$ cat config.mk
export PLATFORM = sky130hd
export DESIGN_NAME = mac_seq
export DESIGN_NICKNAME = d
export VERILOG_FILES = /design/src/rtl/mac_seq.sv
export SDC_FILE = /design/constraint.sdc
export NUM_CORES = 1
export LEC_CHECK = 0
export BUFFER_PORTS_ARGS = -buffer_cell sky130_fd_sc_hd__buf_2
export CAP_MARGIN = 20
export CORE_ASPECT_RATIO = 0.75
export CORE_MARGIN = 5
export CORE_UTILIZATION = 40
export CTS_BUF_LIST = sky130_fd_sc_hd__clkbuf_4
export DETAILED_ROUTE_END_ITERATION = 8
export SYNTH_ARGS = -nofsm -noshare
export SYNTH_HDL_FRONTEND = slang
export SYNTH_SLANG_ARGS = --single-unit
$ cat constraint.sdc
create_clock -name clk -period 3.1 [get_ports clk]
set_input_delay 0.155 -clock clk [delete_from_list [all_inputs] [get_ports clk]]
set_output_delay 0.155 -clock clk [all_outputs]
set_load 0.01 [all_outputs]
$ cat src/rtl/mac_seq.sv
// Purpose: sequences SRAM reads for one MAC row: kernel load, idle gap, activation stream, result drain.
// Latency: first read the cycle after start is accepted; inst_w trails each read by one cycle (SRAM latency).
// Backpressure: hold stalls read issue in LOAD/EXEC; results are counted from valid_last until x_len arrive.
//
// Ports:
//   clk, reset           single clock, synchronous active-high reset
//   start                launch request, honoured only when idle
//   hold                 stall for read issue (LOAD/EXEC only)
//   w_base, x_base       first weight / activation address, captured at launch
//   x_len                number of activation vectors, captured at launch
//   valid_last           one pulse per finished result from the last row column
//   mem_cen, mem_addr    SRAM read port (chip enable active-low)
//   inst_w               row instruction: bit1 execute, bit0 kernel load
//   busy, done           status: busy outside IDLE, done pulses for one cycle at completion

module mac_seq #(
   parameter int bw      = 4,
   parameter int col     = 8,
   parameter int addr_bw = 11,
   parameter int gap     = 8
) (
   input  logic               clk,
   input  logic               reset,
   input  logic               start,
   input  logic               hold,
   input  logic [addr_bw-1:0] w_base,
   input  logic [addr_bw-1:0] x_base,
   input  logic [addr_bw-1:0] x_len,
   input  logic               valid_last,
   output logic               mem_cen,
   output logic [addr_bw-1:0] mem_addr,
   output logic [1:0]         inst_w,
   output logic               busy,
   output logic               done
);

   localparam int kw = (col > 1) ? $clog2(col) : 1;

   if (gap < 1 || gap > 255 || col < 1 || bw < 1) begin : g_bad_param
      $error("mac_seq: parameter out of range");
   end

   typedef enum logic [2:0] {
      S_IDLE,
      S_LOAD,
      S_GAP,
      S_EXEC,
      S_DRAIN,
      S_DONE
   } state_t;

   state_t state, state_nxt;

   logic [addr_bw-1:0] w_base_r, x_base_r, x_len_r;
   logic [addr_bw-1:0] j_cnt, res_cnt, last_addr;
   logic [kw-1:0]      k_cnt;
   logic [7:0]         gap_cnt;
   logic [1:0]         inst_r;

   logic               load_rd, exec_rd, rd_any;
   logic [addr_bw-1:0] rd_addr;
   logic               res_en, res_full;

   // Read issue and result bookkeeping.
   always_comb begin
      load_rd = 1'b0;
      exec_rd = 1'b0;
      rd_addr = '0;
      res_en  = 1'b0;
      res_full = 1'b0;

      load_rd = (state == S_LOAD) && !hold;
      exec_rd = (state == S_EXEC) && !hold;
      rd_any  = load_rd || exec_rd;
      // Address sums wrap naturally at addr_bw bits.
      rd_addr = load_rd ? (w_base_r + addr_bw'(k_cnt)) : (x_base_r + j_cnt);

      // Counter saturates at x_len so surplus pulses cannot push it past the target.
      res_en   = ((state == S_EXEC) || (state == S_DRAIN)) && valid_last && (res_cnt != x_len_r);
      // Looks ahead by one pulse so done follows the final valid_last by exactly one cycle.
      res_full = (res_cnt == x_len_r) || (res_en && ((res_cnt + addr_bw'(1)) == x_len_r));
   end

   // Next-state logic and outputs.
   always_comb begin
      state_nxt = state;
      mem_cen   = 1'b1;
      mem_addr  = last_addr;
      inst_w    = inst_r;
      busy      = (state != S_IDLE);
      done      = (state == S_DONE);

      case (state)
         S_IDLE:  if (start) state_nxt = S_LOAD;
         S_LOAD:  if (load_rd && (k_cnt == kw'(col - 1))) state_nxt = S_GAP;
         S_GAP: begin
            if (gap_cnt == 8'(gap - 1)) begin
               state_nxt = (x_len_r == '0) ? S_DONE : S_EXEC;
            end
         end
         S_EXEC:  if (exec_rd && (j_cnt == (x_len_r - addr_bw'(1)))) state_nxt = S_DRAIN;
         S_DRAIN: if (res_full) state_nxt = S_DONE;
         S_DONE:  state_nxt = S_IDLE;
         default: state_nxt = S_IDLE;
      endcase

      if (rd_any) begin
         mem_cen  = 1'b0;
         mem_addr = rd_addr;
      end

      // Outputs read as idle for the whole reset cycle, not only after the edge.
      if (reset) begin
         mem_cen  = 1'b1;
         mem_addr = '0;
         inst_w   = 2'b00;
         busy     = 1'b0;
         done     = 1'b0;
      end
   end

   always_ff @(posedge clk) begin
      if (reset) begin
         state <= S_IDLE;
      end else begin
         state <= state_nxt;
      end
   end

   always_ff @(posedge clk) begin
      if (reset) begin
         w_base_r  <= '0;
         x_base_r  <= '0;
         x_len_r   <= '0;
         k_cnt     <= '0;
         j_cnt     <= '0;
         gap_cnt   <= '0;
         res_cnt   <= '0;
         last_addr <= '0;
         inst_r    <= 2'b00;
      end else begin
         // Data appears one cycle after the read, so the instruction is delayed to match.
         inst_r <= {exec_rd, load_rd};

         if (rd_any) last_addr <= rd_addr;

         case (state)
            S_IDLE: begin
               if (start) begin
                  w_base_r <= w_base;
                  x_base_r <= x_base;
                  x_len_r  <= x_len;
                  k_cnt    <= '0;
                  j_cnt    <= '0;
                  gap_cnt  <= '0;
                  res_cnt  <= '0;
               end
            end
            S_LOAD: if (load_rd) k_cnt <= k_cnt + kw'(1);
            S_GAP:  gap_cnt <= gap_cnt + 8'd1;
            S_EXEC: if (exec_rd) j_cnt <= j_cnt + addr_bw'(1);
            default: ;
         endcase

         if (res_en) res_cnt <= res_cnt + addr_bw'(1);
      end
   end

endmodule

==> results_tabular.tex, run 1 <==
\begin{tabular}{lr}
\hline
Metric & Value \\
\hline
\multicolumn{2}{l}{\textbf{Run status}} \\
Run status & completed \\
\multicolumn{2}{l}{\textbf{GRT}} \\
Wire length of the first global-routing pass & 22.22 mm \\
GRT Resource Usage Total & 19.29\% \\
Total gr overflow & 0 \\
Initial antenna violation count & 0 \\
Maximum number of pins on one net before global-route repair & 57 \\
Via count of the first global-routing pass & 4305 \\
\multicolumn{2}{l}{\textbf{Synth}} \\
Flip-flop and latch count after synthesis & 82 \\
Synthesized instance count & 613 \\
Cell type with the highest aggregate area in the netlist & sky130\_fd\_sc\_hd\_\_dfxtp\_1 \\
Average instance area after synthesis & 7.781 µm² \\
Post-synth EDFFs & 0 \\
Dominant synthesized flop cell & sky130\_fd\_sc\_hd\_\_dfxtp\_1 \\
Synth async-reset ratio & 0\% \\
Post-synthesis instance area & 4770 µm² \\
Post-synth cell types & 61 \\
Warnings, synthesis & 0 \\
Net Count, Synth & 673 \\
Yosys top cell area share & 34.42\% \\
Register area share after synthesis & 34.42\% \\
Biggest area contributors in the synthesized netlist & sky130\_fd\_sc\_hd\_\_dfxtp\_1 34\%, sky130\_fd\_sc\_hd\_\_nand2\_1 7.6\%, sky130\_fd\_sc\_hd\_\_a21oi\_1 6.9\% \\
Most instantiated cells after synthesis & 97 x sky130\_fd\_sc\_hd\_\_nand2\_1, 82 x sky130\_fd\_sc\_hd\_\_dfxtp\_1, 66 x sky130\_fd\_sc\_hd\_\_a21oi\_1 \\
Top-count cell post-synth & sky130\_fd\_sc\_hd\_\_nand2\_1 \\
\multicolumn{2}{l}{\textbf{Clock network}} \\
Root cell of the clock tree & sky130\_fd\_sc\_hd\_\_clkbuf\_4 \\
Clock latency of the later-clocked register in the worst-skew pair & 460 ps \\
Sinks on the clock net & 82 \\
CTS H-tree lvls & 3 \\
TritonCTS clock tree & yes \\
Clock buffers created by TritonCTS & 9 \\
Maximum number of buffers from clock root to sink & 2 \\
Worst-path clk slew & 150 ps \\
\multicolumn{2}{l}{\textbf{Floorplanning}} \\
Horizontal extent of the die & 136.1 µm \\
I/O pin count & 54 \\
Core region area & 11610 µm² \\
Effective utilization at floorplan & 41.07\% \\
\# rows & 34 \\
Chip Height & 104.6 µm \\
Die footprint & 14230 µm² \\
\multicolumn{2}{l}{\textbf{Final layout}} \\
Fraction of the core area covered by cells at the end of the flow & 49.62\% \\
Signed area change from the synthesized netlist to the final layout & 20.83\% \\
Ratio of cells with drive above 1 in the final layout & 17.43\% \\
Antenna Diode Count & 0 \\
Net count of the finished layout & 755 \\
Final non-filler cell area & 5763 µm² \\
\multicolumn{2}{l}{\textbf{Timing}} \\
Slew at the pin with the worst max-slew slack & 631.7 ps \\
Total count of max-transition violations in the final report & 0 \\
Clock period minus final worst setup slack & 3018 ps \\
Maximum clock frequency & 331.3 MHz \\
Unrepaired setup endpoints after global routing & true \\
Fraction of the cycle the final worst path needs & 97.36\% \\
Worst slew margin relative to its limit & 57.89\% \\
Final setup vio count & 0 \\
Worst Clk Skew & 17.39 ps \\
Count of final hold-check violations & 0 \\
Worst Setup Slack, final & 81.75 ps \\
\multicolumn{2}{l}{\textbf{Routing}} \\
Wirelength per Cell & 15.66 µm \\
DR pass1 iterations & 6 \\
Total via count after detailed routing & 4634 \\
ANT nets after route & 0 \\
Via-per-instance ratio & 5.376 \\
Remaining routing DRC violations & 0 \\
Wirelength, routed & 13.50 mm \\
Starting DRT DRC Count & 330 \\
\multicolumn{2}{l}{\textbf{Critical path}} \\
Capturing element type of the critical path & output port \\
Worst Path Max Fanout & 3 \\
Critical Setup Path Class & flip-flop to output port \\
Worst Setup Start Kind & flip-flop \\
Critical path required time & 2940 ps \\
Worst EP arrival & 2860 ps \\
\multicolumn{2}{l}{\textbf{Place}} \\
Final RePlAce weighted congestion & 0.8927 \\
Quantity of I/O buffers inserted on ports & 53 \\
Setup Slack @ Placement & 138.8 ps \\
DPL Wire Length & 9.761 mm \\
Post-place instance area & 5231 µm² \\
\multicolumn{2}{l}{\textbf{Power and ir drop}} \\
VDD IR-drop max & 0.1891 mV \\
Power density relative to cell area & 393.3 nW/µm² \\
Static Leakage & 2.333 nW \\
\multicolumn{2}{l}{\textbf{Worst hold path}} \\
HP Class & primary input to flip-flop \\
\multicolumn{2}{l}{\textbf{Job}} \\
Max-cap violations & 0 \\
\hline
\end{tabular}
power by group:
part,leakage (nW),total (mW),switching [mW],internal (mW)
Clock,0.0566,0.584,0.416,0.168
Combinational,1.61,0.526,0.305,0.221
Sequential,0.669,1.16,0.0503,1.11
metrics by stage:
step                      TNS, ps  cells  hold WS [ps]  power, mW
after detailed placement        0    810         401.9      1.660
after floorplan                 0    613         291.0      1.497
after global routing       -28.60    862         37.54      2.392
after global placement          0    810         395.5      1.648
after CTS                       0    862         43.14      2.276
final                           0    862         52.20      2.267
what timing repair did:
action | 4_1_cts | 5_1_grt
gates resized for setup | 11 | 6
hold buffers | 33 | 0
pin swaps | 3 | 4
endpoints found under the hold margin | 33 | 0
setup endpoints to repair | 3 | 5
buffers inserted | 3 | 0
cell usage in the layout (no fill, tap or decap), types with 12 or more instances in the layout:
cell	count
sky130_fd_sc_hd__nand2_1	97
sky130_fd_sc_hd__dfxtp_1	79
sky130_fd_sc_hd__a21oi_1	65
sky130_fd_sc_hd__nor2_1	64
sky130_fd_sc_hd__buf_2	53
sky130_fd_sc_hd__dlygate4sd3_1	33
sky130_fd_sc_hd__xor2_1	29
sky130_fd_sc_hd__xnor2_1	27
sky130_fd_sc_hd__o21ai_0	22
sky130_fd_sc_hd__buf_4	21
sky130_fd_sc_hd__ha_1	18
sky130_fd_sc_hd__nor3_1	13
sky130_fd_sc_hd__nand3_1	13
sky130_fd_sc_hd__nand4_1	12
final timing paths:
kind / start / end / slack, ps / cells after the start
min: reset / gap_cnt[0] / 50 / 2
max reg2reg: x_len_r[1] / state[1] / 210 / 9
min reg2reg: x_base_r[0] / x_base_r[0] / 470 / 2
max: j_cnt[0] / mem_addr[8] / 80 / 10
final cells by class:
cell class,count,area [µm²]
Fill cell,1126,5851
Multi-Input combinational cell,486,3005
Sequential cell,82,1648
Timing Repair Buffer,107,753.2
Tap cell,162,202.7
Clock buffer,9,67.56
Clock inverter,7,52.55
Inverter,9,33.78
cells by family after synthesis:
logic type | count (synthesis) | share of synthesized area [%]
mux | 2 | 0.4460
xor+xnor | 56 | 10.28
flops | 82 | 34.42
compound gates | 138 | 17.76
simple gates | 268 | 27.33
fa+ha+maj | 22 | 6.086
buf+inv | 45 | 3.672
registers in the layout, indices dropped and copies added, names as in the netlist:
register and cells:
gap_cnt 8, inst_r 2, j_cnt 11, k_cnt 3
last_addr 11, res_cnt 11, state 3, w_base_r 11
x_base_r 11, x_len_r 11
worst max-delay path, stage by stage, from the launching register on:
cell and delay, ps:
sky130_fd_sc_hd__dfxtp_4 370, sky130_fd_sc_hd__ha_2 180, sky130_fd_sc_hd__fa_2 350, sky130_fd_sc_hd__a21o_1 170, sky130_fd_sc_hd__a21oi_2 160, sky130_fd_sc_hd__o21bai_2 90, sky130_fd_sc_hd__a21boi_2 180, sky130_fd_sc_hd__nor3_1 70
sky130_fd_sc_hd__or3b_4 390, sky130_fd_sc_hd__a311oi_2 270, sky130_fd_sc_hd__buf_2 180
metal layers:
metal | global-route usage (%) | part of all wire [%]
met5 | 0 | 0
met4 | 4.317 | 0.91
met3 | 3.554 | 5.3
met2 | 27.88 | 42
met1 | 29.65 | 52
No activity file was read; power rests on OpenSTA's default activity.
==> run 2, diff against run 1 <==
--- a/config.mk
+++ b/config.mk
@@ -12,6 +12,7 @@
 export CORE_UTILIZATION = 40
 export CTS_BUF_LIST = sky130_fd_sc_hd__clkbuf_4
 export DETAILED_ROUTE_END_ITERATION = 8
+export MAX_ROUTING_LAYER = met4
 export SYNTH_ARGS = -nofsm -noshare
 export SYNTH_HDL_FRONTEND = slang
 export SYNTH_SLANG_ARGS = --single-unit
==> run 2 against run 1 <==
Compared with the run above: fmax rose by 0.17%; routed wire length fell by 0.21%; register-to-register slack barely moved; final area did not move; sequential power barely moved; global-route usage rose by 0.61 points; total power fell by 0.15%; largest power group unchanged; count of clock-buffer cells in the layout did not move; die area did not move.
==> results_tabular.tex, run 2 (synthesized netlist as in run 1, its figures left out) <==
\begin{tabular}{lr}
\hline
Metric & Value \\
\hline
\multicolumn{2}{l}{\textbf{Final layout}} \\
Final non-filler cell area & 5763 µm² (unchanged) \\
Final standard cell count with taps included and fillers excluded & 862 (unchanged) \\
Signed area change from the synthesized netlist to the final layout & 20.83\% (unchanged) \\
Commonest cells after routing, fill and taps aside & 97 x sky130\_fd\_sc\_hd\_\_nand2\_1, 79 x sky130\_fd\_sc\_hd\_\_dfxtp\_1, 65 x sky130\_fd\_sc\_hd\_\_a21oi\_1, 64 x sky130\_fd\_sc\_hd\_\_nor2\_1, 53 x sky130\_fd\_sc\_hd\_\_buf\_2 \\
Antenna Diode Count & 0 (unchanged) \\
Net count of the finished layout & 755 (unchanged) \\
Most common cell after layout, fill and taps aside & sky130\_fd\_sc\_hd\_\_nand2\_1 \\
Number of filler cells placed in the layout & 1126 (unchanged) \\
Ratio of cells with drive above 1 in the final layout & 17.43\% (unchanged) \\
\multicolumn{2}{l}{\textbf{Place}} \\
Post-place instance area & 5231 µm² (unchanged) \\
Final RePlAce weighted congestion & 0.9078 (+1.7\%) \\
Quantity of I/O buffers inserted on ports & 53 (unchanged) \\
DPL Wire Length & 9.761 mm (unchanged) \\
Post-placement cell count & 810 (unchanged) \\
\multicolumn{2}{l}{\textbf{Worst hold path}} \\
Worst hold path startpoint & reset \\
HP Class & primary input to flip-flop \\
Hold-critical path depth & 2 (unchanged) \\
WHS Endpoint & gap\_cnt[0] \\
\multicolumn{2}{l}{\textbf{Timing}} \\
Maximum clock frequency & 331.9 MHz (+0.17\%) \\
Worst slew margin relative to its limit & 58.04\% (+0.15 points) \\
Final setup TNS & 0 ps (unchanged) \\
Clock period minus final worst setup slack & 3013 ps (-5.191 ps) \\
Worst Clk Skew & 16.95 ps (-0.4410 ps) \\
Slew at the pin with the worst max-slew slack & 629.4 ps (-2.295 ps) \\
Total count of max-transition violations in the final report & 0 (unchanged) \\
Final setup vio count & 0 (unchanged) \\
Fraction of the cycle the final worst path needs & 97.20\% (-0.17 points) \\
Count of final hold-check violations & 0 (unchanged) \\
Unrepaired setup endpoints after global routing & true \\
Hold Worst Slack & 69.02 ps (+16.83 ps) \\
\multicolumn{2}{l}{\textbf{Clock network}} \\
TritonCTS clock tree & yes \\
Sinks on the clock net & 82 (unchanged) \\
CTS H-tree lvls & 3 (unchanged) \\
Clock buffers created by TritonCTS & 9 (unchanged) \\
Maximum number of buffers from clock root to sink & 2 (unchanged) \\
Worst-path clk slew & 150 ps (about the same) \\
Root cell of the clock tree & sky130\_fd\_sc\_hd\_\_clkbuf\_4 \\
Clock latency of the later-clocked register in the worst-skew pair & 450 ps (about the same) \\
\multicolumn{2}{l}{\textbf{GRT}} \\
Initial antenna violation count & 0 (unchanged) \\
Wire length of the first global-routing pass & 22.22 mm (unchanged) \\
Maximum number of pins on one net before global-route repair & 57 (unchanged) \\
Via count of the first global-routing pass & 4299 (-0.14\%) \\
Total gr overflow & 0 (unchanged) \\
GRT Resource Usage Total & 19.90\% (+0.61 points) \\
\multicolumn{2}{l}{\textbf{Critical path}} \\
Critical Setup Path Class & flip-flop to output port \\
Worst EP arrival & 2860 ps (about the same) \\
Capturing element type of the critical path & output port \\
Worst Setup Start Kind & flip-flop \\
Worst Path Max Fanout & 3 (unchanged) \\
Critical path required time & 2940 ps (about the same) \\
Worst R2R End & state[1] \\
Reg2reg start & x\_len\_r[1] \\
Setup slack on the worst flop-to-flop path & 200 ps (about the same) \\
Worst R2R Path Depth & 9 (unchanged) \\
\multicolumn{2}{l}{\textbf{Floorplanning}} \\
\# rows & 34 (unchanged) \\
Chip Height & 104.6 µm (unchanged) \\
Core region area & 11610 µm² (unchanged) \\
Horizontal extent of the die & 136.1 µm (unchanged) \\
I/O pin count & 54 (unchanged) \\
Die footprint & 14230 µm² (unchanged) \\
Effective utilization at floorplan & 41.07\% (unchanged) \\
\multicolumn{2}{l}{\textbf{Routing}} \\
Wirelength per Cell & 15.63 µm (-0.21\%) \\
Wirelength, routed & 13.47 mm (-0.21\%) \\
Starting DRT DRC Count & 341 (+3.3\%) \\
Total via count after detailed routing & 4649 (+0.32\%) \\
Remaining routing DRC violations & 0 (unchanged) \\
Via-per-instance ratio & 5.393 (+0.32\%) \\
DR pass1 iterations & 5 (-1) \\
ANT nets after route & 0 (unchanged) \\
\multicolumn{2}{l}{\textbf{Power and ir drop}} \\
VDD IR-drop max & 0.1898 mV (+0.32\%) \\
Power density relative to cell area & 392.7 nW/µm² (-0.15\%) \\
Static Leakage & 2.333 nW (unchanged) \\
\multicolumn{2}{l}{\textbf{Run status}} \\
Run status & completed \\
\multicolumn{2}{l}{\textbf{Job}} \\
Max-cap violations & 0 (unchanged) \\
\hline
\end{tabular}
-- run 2: cell counts in the layout (fill, tap and decap cells not counted) --
Identical to the previous run, type by type.
-- run 2: what timing repair did --
| item | CTS | global route |
|---|---|---|
| resized for setup | 11 | 6 |
| buffers inserted | 3 | 0 |
| pin swaps | 3 | 4 |
| hold buffers | 33 | 0 |
| setup endpoints to repair | 3 | 5 |
| endpoints found under the hold margin | 33 | 0 |
-- run 2: stage by stage --
stage | power, mW | util, % | setup slack, ps
floorplan | 1.497 | - | 355.0
global placement | 1.648 | 45.04 | 183.7
detailed placement | 1.660 | 45.04 | 138.8
CTS | 2.276 | 49.40 | 13.43
global route | 2.394 | 49.62 | -28.62
finish | 2.263 | 49.62 | 86.94
-- run 2: final cells by class --
class                   count  area (µm²)  share of cell area (%)
repair buffers            107       753.2                   13.07
multi-input cells         486        3005                   52.15
inverters                   9       33.78                  0.5862
well taps                 162       202.7                   3.517
clock inverters             7       52.55                  0.9119
flip-flops and latches     82        1648                   28.59
clock buffers               9       67.56                   1.172
-- run 2: critical path, stage by stage (launching register included) --
cell and delay [ps]:
sky130_fd_sc_hd__dfxtp_4 370, sky130_fd_sc_hd__ha_2 180, sky130_fd_sc_hd__fa_2 350, sky130_fd_sc_hd__a21o_1 170
sky130_fd_sc_hd__a21oi_2 160, sky130_fd_sc_hd__o21bai_2 90, sky130_fd_sc_hd__a21boi_2 180, sky130_fd_sc_hd__nor3_1 70
sky130_fd_sc_hd__or3b_4 390, sky130_fd_sc_hd__a311oi_2 270, sky130_fd_sc_hd__buf_2 180
-- run 2: power by group --
group / internal, mW / switching, mW
combinational: 0.221 / 0.305
clock: 0.168 / 0.413
sequential: 1.11 / 0.0503
-- run 2: layer usage --
metal	vias up	GRT usage, %	wire length, µm
li1	2320	-	-
met1	2198	29.83	6919
met2	121	27.88	5748
met3	10	3.410	710
met4	0	4.317	93
met5	-	-	0
-- run 2: how the worst max path moves through the flow --
stage	slack, ps	cells past startpoint	from	endpoint
3_5_place_dp	140	10	j_cnt[0]	mem_addr[8]
2_1_floorplan	360	9	j_cnt[0]	last_addr[8]
6_report	90	10	j_cnt[0]	mem_addr[8]
3_3_place_gp	180	10	j_cnt[0]	mem_addr[8]
5_1_grt	-30	10	x_base_r[0]	mem_addr[8]
4_1_cts	10	10	x_base_r[0]	mem_addr[8]
